[config.mk]
export PLATFORM = sky130hd
export DESIGN_NAME = mem_port_arbiter
export DESIGN_NICKNAME = d
export VERILOG_FILES = /design/src/rtl/mem_port_arbiter_pkg.sv /design/src/rtl/mem_port_arbiter_rr_arbiter2.sv /design/src/rtl/mem_port_arbiter.sv
export SDC_FILE = /design/constraint.sdc
export NUM_CORES = 1
export LEC_CHECK = 0
export BUFFER_PORTS_ARGS = -buffer_cell sky130_fd_sc_hd__buf_2
export CAP_MARGIN = 20
export CELL_PAD_IN_SITES_DETAIL_PLACEMENT = 0
export CELL_PAD_IN_SITES_GLOBAL_PLACEMENT = 1
export CORE_UTILIZATION = 41
export CTS_BUF_LIST = sky130_fd_sc_hd__clkbuf_4
export CTS_CLUSTER_DIAMETER = 150
export DETAILED_ROUTE_END_ITERATION = 10
export PLACE_DENSITY = 0.95
export SLEW_MARGIN = 20
export SYNTH_ARGS = -nofsm -noshare
export SYNTH_HDL_FRONTEND = slang
export SYNTH_SLANG_ARGS = --single-unit
[constraint.sdc]
create_clock -name clk -period 5.2 [get_ports clk]
set_clock_uncertainty 0.2 [all_clocks]
set_input_delay 0.26 -clock clk [delete_from_list [all_inputs] [get_ports clk]]
set_output_delay 0.26 -clock clk [all_outputs]
set_load 0.005 [all_outputs]
[src/rtl/mem_port_arbiter_pkg.sv]
// Shared types and defaults for the two-port memory arbiter.
package mem_port_arbiter_pkg;

  typedef logic [31:0] rv32i_word;

  typedef enum logic [1:0] {
    IDLE   = 2'd0,
    BUSY_A = 2'd1,
    BUSY_B = 2'd2,
    RESP   = 2'd3
  } arb_state_t;

  typedef enum logic {
    PORT_A = 1'b0,
    PORT_B = 1'b1
  } port_sel_t;

  localparam int unsigned DEFAULT_TIMEOUT_CYCLES = 1024;

endpackage

[src/rtl/mem_port_arbiter_rr_arbiter2.sv]
// Two-requester round-robin grant; a tie goes to the port not served last.
module rr_arbiter2
  import mem_port_arbiter_pkg::*;
(
  input  logic clk,
  input  logic rst_n,
  input  logic i_en,
  input  logic i_req_a,
  input  logic i_req_b,
  input  logic i_update,
  input  logic i_served_b,
  output logic o_grant_valid,
  output logic o_grant_b
);

  port_sel_t r_last_grant;
  port_sel_t w_grant;

  // Reset to PORT_B so that A wins the first tie.
  always_ff @(posedge clk or negedge rst_n) begin
    if (!rst_n) begin
      r_last_grant <= PORT_B;
    end else if (i_update) begin
      r_last_grant <= i_served_b ? PORT_B : PORT_A;
    end
  end

  always_comb begin
    w_grant = PORT_A;
    if (i_req_a && i_req_b) begin
      w_grant = (r_last_grant == PORT_A) ? PORT_B : PORT_A;
    end else if (i_req_b) begin
      w_grant = PORT_B;
    end
  end

  assign o_grant_valid = i_en & (i_req_a | i_req_b);
  assign o_grant_b     = (w_grant == PORT_B);

endmodule

[src/rtl/mem_port_arbiter.sv]
// Arbitrates the CPU fetch port (A) and data port (B) onto one physical memory
// interface, one transaction at a time, with registered responses.
module mem_port_arbiter
  import mem_port_arbiter_pkg::*;
#(
  parameter int unsigned TIMEOUT_CYCLES = DEFAULT_TIMEOUT_CYCLES
) (
  input  logic        clk,
  input  logic        rst_n,
  input  logic        read_a,
  input  logic [31:0] address_a,
  output logic        resp_a,
  output logic [31:0] rdata_a,
  input  logic        read_b,
  input  logic        write,
  input  logic [3:0]  wmask,
  input  logic [31:0] address_b,
  input  logic [31:0] wdata,
  output logic        resp_b,
  output logic [31:0] rdata_b,
  output logic        pmem_read,
  output logic        pmem_write,
  output logic [31:0] pmem_address,
  output logic [31:0] pmem_wdata,
  output logic [3:0]  pmem_wmask,
  input  logic [31:0] pmem_rdata,
  input  logic        pmem_resp,
  output logic        pmem_timeout
);

  arb_state_t r_state, w_next_state;
  port_sel_t  r_port;
  rv32i_word  r_addr, r_wdata, r_rdata_a, r_rdata_b;
  logic [3:0] r_wmask;
  logic       r_is_write, r_pmem_read, r_pmem_write;
  logic       r_resp_a, r_resp_b, r_timeout;
  logic [15:0] r_wait_cnt;
  logic [16:0] w_cnt_inc;
  logic       w_busy, w_grant_valid, w_grant_b, w_b_write;
  logic       w_unused_addr_lsbs;

  assign w_busy    = (r_state == BUSY_A) || (r_state == BUSY_B);
  assign w_cnt_inc = {1'b0, r_wait_cnt} + 17'd1;
  assign w_b_write = write;
  assign w_unused_addr_lsbs = ^{address_a[1:0], address_b[1:0]};

  rr_arbiter2 u_rr (
    .clk           (clk),
    .rst_n         (rst_n),
    .i_en          (r_state == IDLE),
    .i_req_a       (read_a),
    .i_req_b       (read_b | write),
    .i_update      (r_state == RESP),
    .i_served_b    (r_port == PORT_B),
    .o_grant_valid (w_grant_valid),
    .o_grant_b     (w_grant_b)
  );

  always_ff @(posedge clk or negedge rst_n) begin
    if (!rst_n) r_state <= IDLE;
    else        r_state <= w_next_state;
  end

  always_comb begin
    w_next_state = r_state;
    case (r_state)
      IDLE:           if (w_grant_valid) w_next_state = w_grant_b ? BUSY_B : BUSY_A;
      BUSY_A, BUSY_B: if (pmem_resp) w_next_state = RESP;
      RESP:           w_next_state = IDLE;
      default:        w_next_state = IDLE;
    endcase
  end

  always_ff @(posedge clk or negedge rst_n) begin
    if (!rst_n) begin
      r_port       <= PORT_A;
      r_addr       <= '0;
      r_wdata      <= '0;
      r_wmask      <= '0;
      r_is_write   <= 1'b0;
      r_pmem_read  <= 1'b0;
      r_pmem_write <= 1'b0;
      r_rdata_a    <= '0;
      r_rdata_b    <= '0;
      r_resp_a     <= 1'b0;
      r_resp_b     <= 1'b0;
      r_wait_cnt   <= '0;
      r_timeout    <= 1'b0;
    end else begin
      r_resp_a <= 1'b0;
      r_resp_b <= 1'b0;
      if (r_state == IDLE && w_grant_valid) begin
        r_port     <= w_grant_b ? PORT_B : PORT_A;
        r_wait_cnt <= '0;
        if (w_grant_b) begin
          r_addr       <= {address_b[31:2], 2'b00};
          r_wdata      <= wdata;
          r_wmask      <= wmask;
          r_is_write   <= w_b_write;
          r_pmem_read  <= ~w_b_write;
          r_pmem_write <= w_b_write;
        end else begin
          r_addr       <= {address_a[31:2], 2'b00};
          r_wdata      <= '0;
          r_wmask      <= '0;
          r_is_write   <= 1'b0;
          r_pmem_read  <= 1'b1;
          r_pmem_write <= 1'b0;
        end
      end else if (w_busy) begin
        if (r_wait_cnt != 16'hFFFF) r_wait_cnt <= w_cnt_inc[15:0];
        // Sticky: the transaction keeps waiting, only the flag reports it.
        if (32'(w_cnt_inc) >= TIMEOUT_CYCLES) r_timeout <= 1'b1;
        if (pmem_resp) begin
          r_pmem_read  <= 1'b0;
          r_pmem_write <= 1'b0;
          if (r_port == PORT_A) begin
            r_resp_a  <= 1'b1;
            r_rdata_a <= pmem_rdata;
          end else begin
            r_resp_b <= 1'b1;
            if (!r_is_write) r_rdata_b <= pmem_rdata;
          end
        end
      end
    end
  end

  assign resp_a       = r_resp_a;
  assign resp_b       = r_resp_b;
  assign rdata_a      = r_rdata_a;
  assign rdata_b      = r_rdata_b;
  assign pmem_read    = r_pmem_read;
  assign pmem_write   = r_pmem_write;
  assign pmem_address = r_addr;
  assign pmem_wdata   = r_wdata;
  assign pmem_wmask   = r_wmask;
  assign pmem_timeout = r_timeout;

endmodule

# ---- Yosys cells after proc, flatten, opt, wreduce, memory -nomap -nowiden
# Cells that the tools add are included.
dict set report op_classes {
  addsub 1
  div 0
  mul 0
  n_reduce_logical 14
  muxes 28
  bitwise 7
  eq_ne 6
  shifts 0
  order_cmp 1
}
# op n
set op_table {}
lappend op_table {{two-way mux 32 bit} 2}
lappend op_table {{two-way mux 16 bit} 3}
lappend op_table {{two-way mux 1 bit} 18}
lappend op_table {{adder 16 x 1 -> 17 bit, second input constant} 1}
lappend op_table {{>= comparator 17 x 11 -> 1 bit, second input constant} 1}
lappend op_table {{!= test 16 bit, second input constant} 1}
lappend op_table {{two-way mux 2 bit} 3}
lappend op_table {{one-hot mux 2 bit (3 select lines)} 1}
lappend op_table {{AND reduction 2 bit} 3}
lappend op_table {{nonzero test 2 bit} 3}
lappend op_table {{AND reduction 5 bit} 1}
lappend op_table {{equality test 2 bit, second input constant} 2}
lappend op_table {{two-way mux 4 bit} 1}
lappend op_table {{!= test 2 bit, second input constant} 2}
lappend op_table {{inverter 1 bit} 4}
lappend op_table {{AND reduction 4 bit} 1}
lappend op_table {{AND reduction 3 bit} 1}
lappend op_table {{equality test 2 x 1 -> 1 bit, second input constant} 1}
lappend op_table {{logical AND 1 bit} 2}
lappend op_table {{zero test 2 bit} 1}
lappend op_table {{bitwise OR 1 bit} 2}
lappend op_table {{OR reduction 2 bit} 1}
lappend op_table {{bitwise AND 1 bit} 1}
lappend op_table {{logical OR 1 bit} 1}
dict set report totals {
  output_inout_bits 137
  latch_bits 0
  mem_bits_ro 0
  ff_bits 158
  inputBits 138
  mem_bits_rw 0
  elab_cells 72
  memories 0
}

# ---- Depth between registers and ports, before layout
dict set report logic_depth {
  ltp_word 6
  mapped_depth 8
  mapped_depth_nobuf 6
}

# ---- Hierarchy
# From an unflattened synthesis, not the netlist that was laid out.
dict set report hier_totals {
  cells_unflattened 577
  hier_area_um2 6610.1
}
# module cells_each seq_area_each_um2 area_per_inst_um2 instances
set by_module_without_submodules {}
lappend by_module_without_submodules {mem_port_arbiter 573 3878.7 6553.8 1}
lappend by_module_without_submodules {rr_arbiter2 4 26.3 56.3 1}

# ---- Worst setup path after synthesis
# OpenSTA, ideal clock, no wires.
dict set report synth_timing {
  path_type {register -> register}
  from {register r_state[1]}
  to {register r_rdata_a[10] (netlist: rdata_a[10])}
  slack_ns 3.005
  t_required_ns 4.875
  arrival_time_ns 1.870
  setup_time_ns 0.125
  synth_period_minus_slack_ns 2.195
  stages_incl_launch_ff 7
  path_buffers 1
  path_cell_list {dfrtp_1 inv_1 ha_1 nand2_1 nor3_2 buf_2 mux2_2}
}
dict set report synth_between {
  elab_chain_cells 5
  elab_cells_between_ends 8
  classes_between {eq/ne: 2; bitwise: 2; reduce/logical: 4}
}
# item line_no
set synth_lines {}
lappend synth_lines {{start: declaration} mem_port_arbiter.sv:31} ;# arb_state_t r_state, w_next_state;
lappend synth_lines {{start signal: assignment} mem_port_arbiter.sv:61} ;# else r_state <= w_next_state;
lappend synth_lines {{zero test 2 bit} {mem_port_arbiter.sv:50, mem_port_arbiter.sv:92}}
lappend synth_lines {{bitwise AND 1 bit} mem_port_arbiter_rr_arbiter2.sv:37} ;# assign o_grant_valid = i_en & (i_req_a | i_req_b);
lappend synth_lines {{logical AND 1 bit} mem_port_arbiter.sv:92} ;# if (r_state == IDLE && w_grant_valid) begin
lappend synth_lines {{inverter 1 bit (no line)} -}
lappend synth_lines {{AND reduction 4 bit (no line) *} -}
lappend synth_lines {{end signal: assignment} mem_port_arbiter.sv:119} ;# r_rdata_a <= pmem_rdata;
lappend synth_lines {{end: declaration} mem_port_arbiter.sv:33} ;# rv32i_word r_addr, r_wdata, r_rdata_a, r_rdata_b;
# Mark *: on every way between the ends. The rest lies on a longest branch, timed or not.
# A chain may end at the register's enable or synchronous reset.

# ---- Worst setup path in the final report
dict set report layout_timing {
  from {input read_b}
  to {register r_rdata_b[22] (netlist: rdata_b[22])}
}
dict set report layout_between {
  elab_chain_cells 6
}
# item line_no
set layout_lines {}
lappend layout_lines {{start: declaration} mem_port_arbiter.sv:14} ;# input logic read_b,
lappend layout_lines {{bitwise OR 1 bit} mem_port_arbiter.sv:52} ;# .i_req_b (read_b | write),
lappend layout_lines {{bitwise OR 1 bit} mem_port_arbiter_rr_arbiter2.sv:37}
lappend layout_lines {{bitwise AND 1 bit} mem_port_arbiter_rr_arbiter2.sv:37}
lappend layout_lines {{logical AND 1 bit} mem_port_arbiter.sv:92}
lappend layout_lines {{inverter 1 bit (no line)} -}
lappend layout_lines {{AND reduction 5 bit (no line)} -}
lappend layout_lines {{end signal: assignment} mem_port_arbiter.sv:122} ;# if (!r_is_write) r_rdata_b <= pmem_rdata;
lappend layout_lines {{end: declaration} mem_port_arbiter.sv:33}
# No other way between the ends.

==> flow_summary.ini <==
[logic_synthesis]
synthCells = 497
syn_avg_cell_area_um2 = 13.0
ys_ff_latch = 156
synthTopCellsByArea = dfrtp_1, mux2_2, mux2i_1, a22o_1, o21ai_0
synthDistinctLibCells = 48
synth_top_area_frac = 0.602
synth_top_cell_by_area = dfrtp_1
yosys_warnings = 0
netlist_area_um2 = 6440
yosysSeqAreaShare = 0.606

[clock_tree]
cts_resized = 0
cts_inserted_buffers = 17
clock_path_buffers = 2
cts_root_buf = clkbuf_4
cts_sinks = 156
cts-hold-fix-buffers = 134
clk_latency_ns = 0.54
post_cts_buffers = 0
h-tree-depth = 4
clk_pin_slew_ns = 0.14
cts_tree = built

[floorplanning]
dieArea_um2 = 16200
core_area_um2 = 15300
rows = 45
initial_core_util = 0.422
die_w_um = 127
num_io_pins = 275
die_h_um = 127

[drt]
wl_mm = 18.6
dr.pass1.iters = 4
vias_per_cell = 4.96
drt_iter0_markers = 282
drc = 0
wl_per_cell_um = 16.6
ant_nets = 0
dr_total_vias = 5559

[critical_path]
crit_type = in -> reg
arrival_ns = 3.35
cp_cell_sequence = dlygate4sd3_1, buf_2, nor3_1, nand2b_4, nand2_1, nor3_4, buf_4, mux2_2
reg2reg_slack_ns = 2.20
crit_required_ns = 5.43
endpoint_kind = flop
cpMaxStageDelayCell = nand2b_4
path_buf_inv = 3
critical_path.top_delay_family = simple AND/OR/NAND/NOR gates
slowest_delay_ns = 0.80
path_max_fanout = 100
worstSetupStartpointType = input port

[final_layout]
fin_nets = 1038
final_common_cell = buf_2
drive_gt1_frac = 0.422
final_area_um2 = 9590
final_cell_mix = buf_2, dfrtp_1, dlygate4sd3_1, mux2_2, nand2_1
area_growth_pct = 48.8

[placement]
io_buffers = 268
place_area_um2 = 8000
routabilityCongestion = 0.797
dp_hpwl_mm = 10.9

[grt]
grt_overflow_total = 0
grt_util_all_layers = 0.234
grt_pass1_vias = 5790
grt_max_degree = 112
grt_pass1_wl_mm = 29.4
antenna_found_initial = 1

[timing]
relSlewSlack = 0.354
fin_tns_setup_ns = 0
post-route-period-util = 0.601
drv_slew = 0
fmaxAchievable_mhz = 320
fin_crit_ns = 3.12
rsz0062_at_grt = false
worst_slew_pin_slew_ns = 0.969
hold_violations = 0
setup_viol = 0

[power]
power_density_nw_per_um2 = 485
p_sw_w = 0.00169
sw_frac_of_total = 0.363
comb_power_share = 0.421
clockPowerShare = 0.142
fin_total_pwr_w = 0.00465
cellLeakagePower_nw = 4.72
seqPwrFrac = 0.437
intPower_w = 0.00296
ir_drop_uv = 290

[run]
cap_violations = 0

[worst_hold_path]
hp-class = in -> async

[status]
status = completed
==> routing by layer <==
layer | GRT usage | up-vias | share of wire
li1 | - | 2586 | -
met1 | 0.275 | 2715 | 0.40
met2 | 0.408 | 214 | 0.52
met3 | 0.0540 | 44 | 0.059
met4 | 0.107 | 0 | 0.029
met5 | 0 | - | 0
==> sequential cells by signal (all words and copies together), names as in the netlist, 2 cells and up <==
register and cells:
r_wait_cnt 16, r_state 2, rdata_b 32, pmem_wmask 4, pmem_address 30, rdata_a 32, pmem_wdata 32
==> worst paths after layout <==
kind,to,cells past startpoint,from
hold reg to reg,pmem_address[7],2,pmem_address[7]
min in group clk,pmem_wdata[7],3,wdata[7]
max in group asynchronous,u_rr.r_last_grant,3,rst_n
setup reg to reg,rdata_b[22],7,r_state[0]
setup / recovery,rdata_b[22],8,read_b
hold / removal,pmem_address[10],2,rst_n
==> power by group through the flow <==
stage | sequential (W) | clock, W | combinational (W)
2_1_floorplan | 0.00207 | 0 | 0.000959
3_3_place_gp | 0.00202 | 0 | 0.00176
3_5_place_dp | 0.00204 | 0 | 0.00181
4_1_cts | 0.00201 | 0.000683 | 0.00193
5_1_grt | 0.00210 | 0.000737 | 0.00215
6_report | 0.00203 | 0.000663 | 0.00196
==> worst reg2reg max path: stages (launching register included) <==
cell and delay (ns):
dfrtp_1 0.37, inv_1 0.07, ha_1 0.25, nand2b_4 0.69
nand2_1 0.28, nor3_4 0.16, buf_4 0.42, mux2_2 0.43
==> cell usage after synthesis (all sizes together) <==
cell	instances
dfrtp	155
a311oi	1
nor4	1
a21oi	9
mux2	65
or3	2
dfstp	1
o21ai	37
nor2b	1
or2	1
nor3	5
nand4	3
a41oi	1
buf	15
o41ai	1
and3	2
nand2b	2
xor2	7
a2111oi	1
nand3	4
conb	1
ha	4
or4	2
xnor2	7
and2	1
a211oi	3
mux2i	32
nand4b	1
nand2	39
o31ai	1
nor2	24
a22o	36
clkbuf	14
and4	2
inv	5
nor3b	1
a31o	1
o2111ai	4
a31oi	1
o211ai	4
==> area by class of cell <==
type,count,area (µm²)
fillers,1158,5670
well taps,211,264
clock inverters,14,108
clock buffers,18,135
inverters,5,18.8
repair buffers,408,2740
multi-input cells,308,2420
diodes,1,2.50
flip-flops and latches,156,3910
==> cells by family (layout without fill, tap and decap cells) <==
logic type / Yosys count / in the layout / share of synthesized area
AO/OA/AOI/OAI: 100 / 100 / 0.111
adder cells (fa/ha/maj): 4 / 4 / 0.00777
flip-flops: 156 / 156 / 0.606
other: 1 / 3 / 0.000582
AND/OR/NAND/NOR: 91 / 91 / 0.0697
multiplexers: 97 / 97 / 0.163
XOR/XNOR: 14 / 14 / 0.0190
buffers and inverters: 34 / 445 / 0.0229
==> metrics by stage <==
stage / utilization / hold WS [ns] / setup slack (ns) / std cells
floorplan: - / -0.236 / 3.01 / 498
global placement: 0.525 / 0.256 / 2.06 / 954
detailed placement: 0.525 / 0.265 / 2.02 / 954
CTS: 0.628 / 0.194 / 2.09 / 1120
global route: 0.629 / 0.202 / 1.82 / 1121
finish: 0.629 / 0.158 / 2.08 / 1121
No activity file was read; power rests on OpenSTA's default activity.
